## src/rtl/ls374_bus_reader_pkg.sv

```systemverilog
// Shared types and constants for the ls374 bus reader: FSM states, retry limit
// and the nominal read latency.
package ls374_rd_pkg;

  typedef enum logic [1:0] {IDLE, ENABLE, GAP, DONE} rd_state_e;

  localparam logic [1:0] RETRY_LIMIT = 2'd3;

  // Cycles from request acceptance to the first rd_valid cycle, with no retries.
  function automatic int rd_latency(input int num_latch, input int settle);
    return num_latch * (settle + 1) + 1;
  endfunction

endpackage

```

## src/rtl/ls374_bus_reader_if.sv

```systemverilog
// Latch-bank bus plus consumer handshake for the ls374 bus reader.
// The master modport is the reader; slave is the latch bank / consumer side.
interface ls374_bus_reader_if #(
  parameter int LATCH_W   = 4,
  parameter int NUM_LATCH = 2
);
  logic [LATCH_W-1:0]           bus;
  logic [NUM_LATCH-1:0]         oe_n;
  logic                         rd_req;
  logic                         busy;
  logic [LATCH_W*NUM_LATCH-1:0] rd_data;
  logic                         rd_valid;
  logic                         rd_ready;
  logic                         rd_err;

  modport master (
    input  bus, rd_req, rd_ready,
    output oe_n, busy, rd_data, rd_valid, rd_err
  );

  modport slave (
    output bus, rd_req, rd_ready,
    input  oe_n, busy, rd_data, rd_valid, rd_err
  );
endinterface

```

## src/rtl/ls374_bus_reader_timer.sv

```systemverilog
// Settle down-counter with per-latch retry tracking. load starts a fresh latch
// window, extend restarts the window and consumes one retry.
module ls374_rd_timer
  import ls374_rd_pkg::*;
#(
  parameter int SETTLE = 2
) (
  input  logic clk,
  input  logic reset,
  input  logic load,
  input  logic extend,
  output logic cnt_done,
  output logic retry_exh
);
  localparam int CW = $clog2(SETTLE + 1);

  logic [CW-1:0] cnt;
  logic [1:0]    retries;

  always_ff @(posedge clk) begin
    if (reset) begin
      cnt     <= '0;
      retries <= '0;
    end else if (load) begin
      cnt     <= CW'(SETTLE);
      retries <= '0;
    end else if (extend) begin
      cnt     <= CW'(SETTLE);
      retries <= retries + 2'd1;
    end else if (cnt != '0) begin
      cnt <= cnt - CW'(1);
    end
  end

  // cnt==1 marks the last enabled cycle of the current window
  assign cnt_done  = (cnt == CW'(1));
  assign retry_exh = (retries == RETRY_LIMIT);

endmodule

```

## src/rtl/ls374_bus_reader.sv

```systemverilog
// Read-side controller for a bank of ls374 latches on a shared bus.
// DOUBLE_SAMPLE_EN adds compare-and-retry sampling with a sticky rd_err.
module ls374_bus_reader
  import ls374_rd_pkg::*;
#(
  parameter int LATCH_W   = 4,
  parameter int NUM_LATCH = 2,
  parameter int SETTLE    = 2
) (
  input logic               clk,
  input logic               reset,
  ls374_bus_reader_if.master io
);
  localparam int IW = (NUM_LATCH > 1) ? $clog2(NUM_LATCH) : 1;
  localparam int DW = LATCH_W * NUM_LATCH;
  localparam logic [IW-1:0] LAST = IW'(NUM_LATCH - 1);

  rd_state_e     state;
  logic [IW-1:0] idx;
  logic [DW-1:0] asm_q;
  logic          err_acc;
  logic          accept, load, extend, capture, mismatch;
  logic          cnt_done, retry_exh;

`ifdef DOUBLE_SAMPLE_EN
  logic [LATCH_W-1:0] prev_bus;

  always_ff @(posedge clk) begin
    if (reset) prev_bus <= '0;
    else       prev_bus <= io.bus;
  end

  // SETTLE>=2 keeps both compared samples inside the enabled window
  assign mismatch = (io.bus != prev_bus);
`else
  assign mismatch = 1'b0;
`endif

  function automatic logic [NUM_LATCH-1:0] enable_n(input logic [IW-1:0] i);
    return ~(NUM_LATCH'(1) << i);
  endfunction

  always_comb begin
    accept  = (state == IDLE) && io.rd_req && !io.rd_valid;
    load    = accept || ((state == GAP) && (idx != LAST));
    extend  = (state == ENABLE) && cnt_done && mismatch && !retry_exh;
    capture = (state == ENABLE) && cnt_done && !extend;
  end

  ls374_rd_timer #(.SETTLE(SETTLE)) u_timer (
    .clk       (clk),
    .reset     (reset),
    .load      (load),
    .extend    (extend),
    .cnt_done  (cnt_done),
    .retry_exh (retry_exh)
  );

  always_ff @(posedge clk) begin
    if (reset) begin
      state       <= IDLE;
      idx         <= '0;
      asm_q       <= '0;
      err_acc     <= 1'b0;
      io.oe_n     <= '1;
      io.busy     <= 1'b0;
      io.rd_data  <= '0;
      io.rd_valid <= 1'b0;
      io.rd_err   <= 1'b0;
    end else begin
      if (io.rd_valid && io.rd_ready) io.rd_valid <= 1'b0;
      case (state)
        IDLE: if (accept) begin
          state     <= ENABLE;
          idx       <= '0;
          err_acc   <= 1'b0;
          io.rd_err <= 1'b0;
          io.busy   <= 1'b1;
          io.oe_n   <= enable_n('0);
        end
        ENABLE: if (capture) begin
          for (int k = 0; k < NUM_LATCH; k++)
            if (idx == IW'(k)) asm_q[k*LATCH_W +: LATCH_W] <= io.bus;
          err_acc <= err_acc | mismatch;
          io.oe_n <= '1;
          state   <= GAP;
        end
        GAP: if (idx != LAST) begin
          idx     <= idx + IW'(1);
          io.oe_n <= enable_n(idx + IW'(1));
          state   <= ENABLE;
        end else begin
          io.rd_data  <= asm_q;
          io.rd_valid <= 1'b1;
          io.rd_err   <= err_acc;
          io.busy     <= 1'b0;
          state       <= DONE;
        end
        DONE:    state <= IDLE;
        default: state <= IDLE;
      endcase
    end
  end

endmodule
```

## src/flat_wrapper.sv

```systemverilog
// flat-port wrapper written by rule: the top's interface ports become plain ports
module ls374_bus_reader_flat import ls374_rd_pkg::*;
#(
  parameter int LATCH_W   = 4,
  parameter int NUM_LATCH = 2,
  parameter int SETTLE    = 2
)
  (clk, reset, io_bus, io_rd_req, io_rd_ready, io_oe_n, io_busy, io_rd_data, io_rd_valid, io_rd_err);
  ls374_bus_reader_if #(.LATCH_W(LATCH_W), .NUM_LATCH(NUM_LATCH)) io_i ();
  input logic clk;
  input logic reset;
  input wire logic [$bits(io_i.bus)-1:0] io_bus;
  input wire logic [$bits(io_i.rd_req)-1:0] io_rd_req;
  input wire logic [$bits(io_i.rd_ready)-1:0] io_rd_ready;
  output wire logic [$bits(io_i.oe_n)-1:0] io_oe_n;
  output wire logic [$bits(io_i.busy)-1:0] io_busy;
  output wire logic [$bits(io_i.rd_data)-1:0] io_rd_data;
  output wire logic [$bits(io_i.rd_valid)-1:0] io_rd_valid;
  output wire logic [$bits(io_i.rd_err)-1:0] io_rd_err;
  assign io_i.bus = io_bus;
  assign io_i.rd_req = io_rd_req;
  assign io_i.rd_ready = io_rd_ready;
  assign io_oe_n = io_i.oe_n;
  assign io_busy = io_i.busy;
  assign io_rd_data = io_i.rd_data;
  assign io_rd_valid = io_i.rd_valid;
  assign io_rd_err = io_i.rd_err;
  ls374_bus_reader #(.LATCH_W(LATCH_W), .NUM_LATCH(NUM_LATCH), .SETTLE(SETTLE)) u_core (.clk(clk), .reset(reset), .io(io_i));
endmodule
```

## config.mk

```make
export PLATFORM = sky130hd
export DESIGN_NAME = ls374_bus_reader_flat
export DESIGN_NICKNAME = d
export VERILOG_FILES = /design/src/rtl/ls374_bus_reader_pkg.sv /design/src/rtl/ls374_bus_reader_if.sv /design/src/rtl/ls374_bus_reader_timer.sv /design/src/rtl/ls374_bus_reader.sv /design/src/flat_wrapper.sv
export SDC_FILE = /design/constraint.sdc
export NUM_CORES = 1
export LEC_CHECK = 0
export CORE_ASPECT_RATIO = 0.8
export CORE_UTILIZATION = 44
export DETAILED_ROUTE_END_ITERATION = 10
export GPL_TIMING_DRIVEN = 0
export PLACE_DENSITY = 0.72
export SYNTH_ARGS = -nofsm -noshare
export SYNTH_HDL_FRONTEND = slang
export SYNTH_SLANG_ARGS = --single-unit
export TNS_END_PERCENT = 1
```

## constraint.sdc

```tcl
create_clock -name clk -period 1.3 [get_ports clk]
set_input_delay 0.325 -clock clk [delete_from_list [all_inputs] [get_ports clk]]
set_output_delay 0.325 -clock clk [all_outputs]
set_load 0.1 [all_outputs]
```

# After elaboration in Yosys (flattened, before gate mapping)
# Cells that the tools add are included.
[totals]
regBits = 26
word_cells = 64
[op_classes]
n_addsub = 2
eq_ne = 8
shifts = 1
n_mux = 20
n_bitwise = 2
n_reduce_logical = 20
[ops]
columns = ["op", "n"]
rows = [
  ["2-bit two-way mux", 8],
  ["3-bit AND reduction", 3],
  ["2-bit one-hot mux with 4 select lines", 1],
  ["1-bit two-way mux", 7],
  ["2-bit by 1-bit inequality test with 1-bit output (second input constant)", 3],
  ["1-bit one-hot mux with 2 select lines", 3],
  ["2-bit one-hot mux with 3 select lines", 1],
  ["2-bit AND reduction", 3],
  ["2-bit nonzero test", 3],
  ["1-bit logical AND", 5],
  ["2-bit by 1-bit equality test with 1-bit output (second input constant)", 2],
  ["2-bit equality test (second input constant)", 2],
  ["4-bit AND reduction", 1],
  ["3-bit nonzero test", 1],
  ["2-bit logical NOT", 1],
  ["2-bit inequality test (second input constant)", 1],
  ["2-bit NOT", 1],
  ["2-bit OR reduction", 1],
  ["1-bit by 1-bit left shift with 2-bit output (first input constant)", 1],
  ["2-bit by 1-bit subtractor with 2-bit output (second input constant)", 1],
  ["1-bit adder (second input constant)", 1],
  ["1-bit logical NOT", 1],
  ["1-bit logical OR", 1],
  ["1-bit NOT", 1],
]

# Longest topological paths before layout
[logic_depth]
depth_word = 5
depth_mapped = 6
depth_no_buf = 6

# Cells and area by module
# From an unflattened synthesis, not the netlist that was laid out.
[unflattened]
cells_unflattened = 127
hier_area_um2 = 1166.1
[modules_own_cells]
columns = ["module", "instances", "cells_each", "area_per_inst_um2", "seq_area_each_um2"]
rows = [
  ["ls374_bus_reader", 1, 113, 1009.7, 460.4],
  ["ls374_rd_timer", 1, 14, 156.4, 80.1],
]

# Worst setup path after synthesis
# No wires, ideal clock.
[synth_timing]
path_kind = "flip-flop to flip-flop"
start = "register u_core.io.rd_valid"
end = "register u_core.state[0]"
t_arrival_ns = 1.581
required_ns = 1.214
slack_ns = -0.367
stages_incl_launch_ff = 5
path_buffers = 0
cell_sequence = "dfxtp_1 -> nand2b_1 -> a22o_4 -> nor3_1 -> a211oi_1"
[synth_between]
elab_chain_cells = 4
[synth_rtl]
columns = ["element", "line", "rtl"]
rows = [
  ["from (decl)", "ls374_bus_reader_if.sv:18", "output oe_n, busy, rd_data, rd_valid, rd_err"],
  ["from (signal assigned)", "ls374_bus_reader.sv:68", "io.rd_valid <= 1'b0;"],
  ["from (signal assigned)", "ls374_bus_reader.sv:71", "if (io.rd_valid && io.rd_ready) io.rd_valid <= 1'b0;"],
  ["from (signal assigned)", "ls374_bus_reader.sv:94", "io.rd_valid <= 1'b1;"],
  ["1-bit logical NOT", "ls374_bus_reader.sv:44", "accept = (state == IDLE) && io.rd_req && !io.rd_valid;"],
  ["1-bit logical AND", "ls374_bus_reader.sv:44", ""],
  ["2-bit by 1-bit inequality test with 1-bit output (no source line)", "--", ""],
  ["2-bit AND reduction (no source line)", "--", ""],
  ["to (signal assigned)", "ls374_bus_reader.sv:61", "state <= IDLE;"],
  ["to (signal assigned)", "ls374_bus_reader.sv:74", "state <= ENABLE;"],
  ["to (signal assigned)", "ls374_bus_reader.sv:86", "state <= GAP;"],
  ["to (decl)", "ls374_bus_reader.sv:18", "rd_state_e state;"],
]
# Every way passes these cells.
# A chain may end at the register's enable or synchronous reset.

# Final worst setup path
[layout_timing]
start = "register u_core.state[0]"
end = "register u_core.io.oe_n[0]"
[layout_between]
elab_chain_cells = 5
elab_cells_between_ends = 12
[layout_rtl]
columns = ["element", "line", "rtl"]
rows = [
  ["2-bit logical NOT", "ls374_bus_reader.sv:44, ls374_bus_reader.sv:72", ""],
  ["1-bit logical AND (2 in a row)", "ls374_bus_reader.sv:44", ""],
  ["2-bit by 1-bit inequality test with 1-bit output (no source line)", "--", ""],
  ["4-bit AND reduction (no source line)", "--", ""],
  ["to (signal assigned)", "ls374_bus_reader.sv:79", "io.oe_n <= enable_n('0);"],
  ["to (signal assigned)", "ls374_bus_reader.sv:90", "io.oe_n <= enable_n(idx + IW'(1));"],
  ["to (decl)", "ls374_bus_reader_if.sv:18", ""],
]
# Parallel ways exist; a longest one is shown, timed or not.

==> results_dict.tcl <==
set metrics [dict create \
    status "finished with violations" \
    violations "DRC, setup timing" \
    grt_pass1_vias 740 \
    syn_inst 117 \
    maxSlewViolCount 0 \
    crit_type "reg -> reg" \
    place_ws_ns -0.486 \
    finalCritPeriodShare_pct 107 \
    antenna-diode-count 0 \
    worst_setup_path_start_kind "flip-flop" \
    p_leak_nw 0.571 \
    clock_path_buffers 2 \
    rsz0062_at_grt "yes" \
    num_vias 863 \
    io-pin-count 21 \
    grt_pass1_wl_um 3240 \
    via_per_inst 5.17 \
    syn_area_um2 1070 \
    place.gp.congestion 0.828 \
    start_util_pct 48.2 \
    synthTopCellsByArea "dfxtp_1 47%, mux2i_1 9.4%, nand2_1 6.7%" \
    yosysSeqAreaShare_pct 46.8 \
    fmax_mhz 722 \
    yosysUniqueCellTypes 28 \
    setup_violations 5 \
    rr_startpoint "u_core.state[0]" \
    ys_ff_latch 25 \
    yosys.area.top_type "dfxtp_1" \
    nets 156 \
    crit_path_end_kind "flip-flop" \
    cts-htree-levels 1 \
    max_stage_delay_ns 0.39 \
    ir_worst_vdd_mv 1.35 \
    cts_buffers 3 \
    critical_path.startpoint "u_core.state[0]" \
    coreArea_um2 2210 \
    drtIter0Drc 22 \
    arrival_ns 1.65 \
    fin_area_um2 1410 \
    synthesis.nets 130 \
    grt_max_degree 15 \
    crit_chain "inv_2, ha_2, a22o_4, nor3_4, mux2i_1" \
    ant_nets 0 \
    critical_path_peak_fanout 5 \
    portBuffers 18 \
    critPathSlowestCell "dfxtp_2" \
    avgSynthCellArea_um2 9.13 \
    min_path_type "in -> reg" \
    yosys_warnings 0 \
    die_height_um 46.1 \
    rows 15 \
    setup_slack_ns -0.0849 \
    routed_wl_um 2090 \
    clkLatencyLatePin_ns 0.32 \
    die_x_um 57.1 \
    design.die.area_um2 2630 \
    clock_sinks 25 \
    cts_tree "done" \
    area_growth_pct 32.2 \
    setup-tns-final_ns -0.294 \
    antenna_found_initial 0 \
    dpl_cell_area_um2 1290 \
    period_minus_slack_ns 1.38 \
    hp-start "reset" \
    worstPathRequired_ns 1.56 \
    power.density_nw_per_um2 1670 \
    drc_errors 6 \
    clkTransAtPathRegs_ns 0.13 \
    grt_overflow 0 \
    final-hold-violation-count 0 \
    wire_per_inst_um 12.5 \
    finClkSkew_ns 0.00618 \
    drive_above_1_share_pct 26.1 \
    yosys.area.top_type_share_pct 46.8 \
    dp_hpwl_um 1410 \
    drt-pass1-iter-count 9 \
    nFillCells 193 \
    cts-root-buf "clkbuf_4" \
    cts_hold_buf 0 \
    grt_usage_pct 16.8 \
    cap_viol_max_count 0 \
]
[flip-flops by register name, indices dropped and copies added (netlist names)]
| signal | count |
|---|---|
| u_core.asm_q | 8 |
| u_core.io.rd_data | 8 |
| u_core.io.oe_n | 2 |
| u_core.state | 2 |
| u_core.u_timer.cnt | 2 |
| u_core.idx | 1 |
| u_core.io.busy | 1 |
| u_core.io.rd_valid | 1 |
[worst max-delay path: cells and delay by family, from the launching register on]
kind / cells / cell delay, ns
flops: 1 / 0.39
buf+inv: 1 / 0.08
fa+ha+maj: 1 / 0.22
compound gates: 1 / 0.26
mux: 1 / 0.21
simple gates: 1 / 0.16
[logic make-up (layout without fill, tap and decap cells)]
logic type               Yosys count  after routing  share of synthesized area (%)
AND/OR/NAND/NOR                   47             47                           22.1
flip-flops                        25             25                           46.8
AO/OA/AOI/OAI                     20             20                           11.7
multiplexers                      10             10                           9.37
buffers and inverters              9             34                           3.75
adder cells (fa/ha/maj)            5              5                           5.85
other                              1              1                          0.351
[final timing paths]
kind	cells past startpoint	slack (ns)	endpoint
max	5	-0.08	u_core.io.oe_n[0]
min	3	0.44	u_core.io.oe_n[1]
min reg2reg	2	0.46	u_core.io.rd_data[4]
max reg2reg	5	-0.08	u_core.io.oe_n[0]
[through the flow]
step,power (W),std cells,utilization [%],hold WS [ns]
global placement,0.00188,160,58.4,0.440
global route,0.00250,167,63.8,0.447
finish,0.00236,167,63.8,0.439
floorplan,0.00171,117,-,0.431
CTS,0.00230,167,61.9,0.423
detailed placement,0.00190,160,58.4,0.443
[synthesized netlist by cell type, drive strengths merged]
cell	count
nand4b	1
mux2i	10
inv	3
buf	5
conb	1
ha	5
o21ai	2
o41ai	1
clkbuf	1
dfxtp	25
o21a	1
nor3	4
and3	1
a21oi	13
nor2b	2
a2bb2oi	1
and2	1
nor3b	2
a22o	1
nor2	14
a211oi	1
nand2	19
nand2b	3
[per-layer routing]
metal,global-route usage (%),part of all wire (%)
met1,19.5,45
met2,30.1,50
met3,5.90,4.4
met4,4.39,0.72
met5,0,0
[where the power goes]
group | switching (W) | internal, W
registers | 0.0000963 | 0.000863
logic | 0.000624 | 0.000431
clock network | 0.000228 | 0.000116
total | 0.000949 | 0.00141
[layout make-up]
type	instances	area, um^2	share of cell area, %
Buffer	5	23.8	1.68
Clock buffer	3	22.5	1.59
Clock inverter	1	5.00	0.354
Inverter	3	13.8	0.974
Multi-Input combinational cell	83	561	39.7
Sequential cell	25	510	36.1
Tap cell	25	31.3	2.21
Timing Repair Buffer	22	245	17.4
[cell usage in the layout (no fill, tap or decap), drive strengths merged]
cell and n:
a211oi 1, a21oi 13, a22o 1, a2bb2oi 1, and2 1, and3 1
buf 20, clkbuf 4, clkdlybuf4s50 6, clkinv 1, conb 1, dfxtp 25
ha 5, inv 3, mux2i 10, nand2 19, nand2b 3, nand4b 1
nor2 14, nor2b 2, nor3 4, nor3b 2, o21a 1, o21ai 2
o41ai 1
[timing repair]
item	4_1_cts	5_1_grt
buffers inserted	4	0
endpoints found under the setup margin	33	29
gates cloned	0	0
pin swaps	1	0
resized for setup	88	11
No activity file was read; power rests on OpenSTA's default activity.
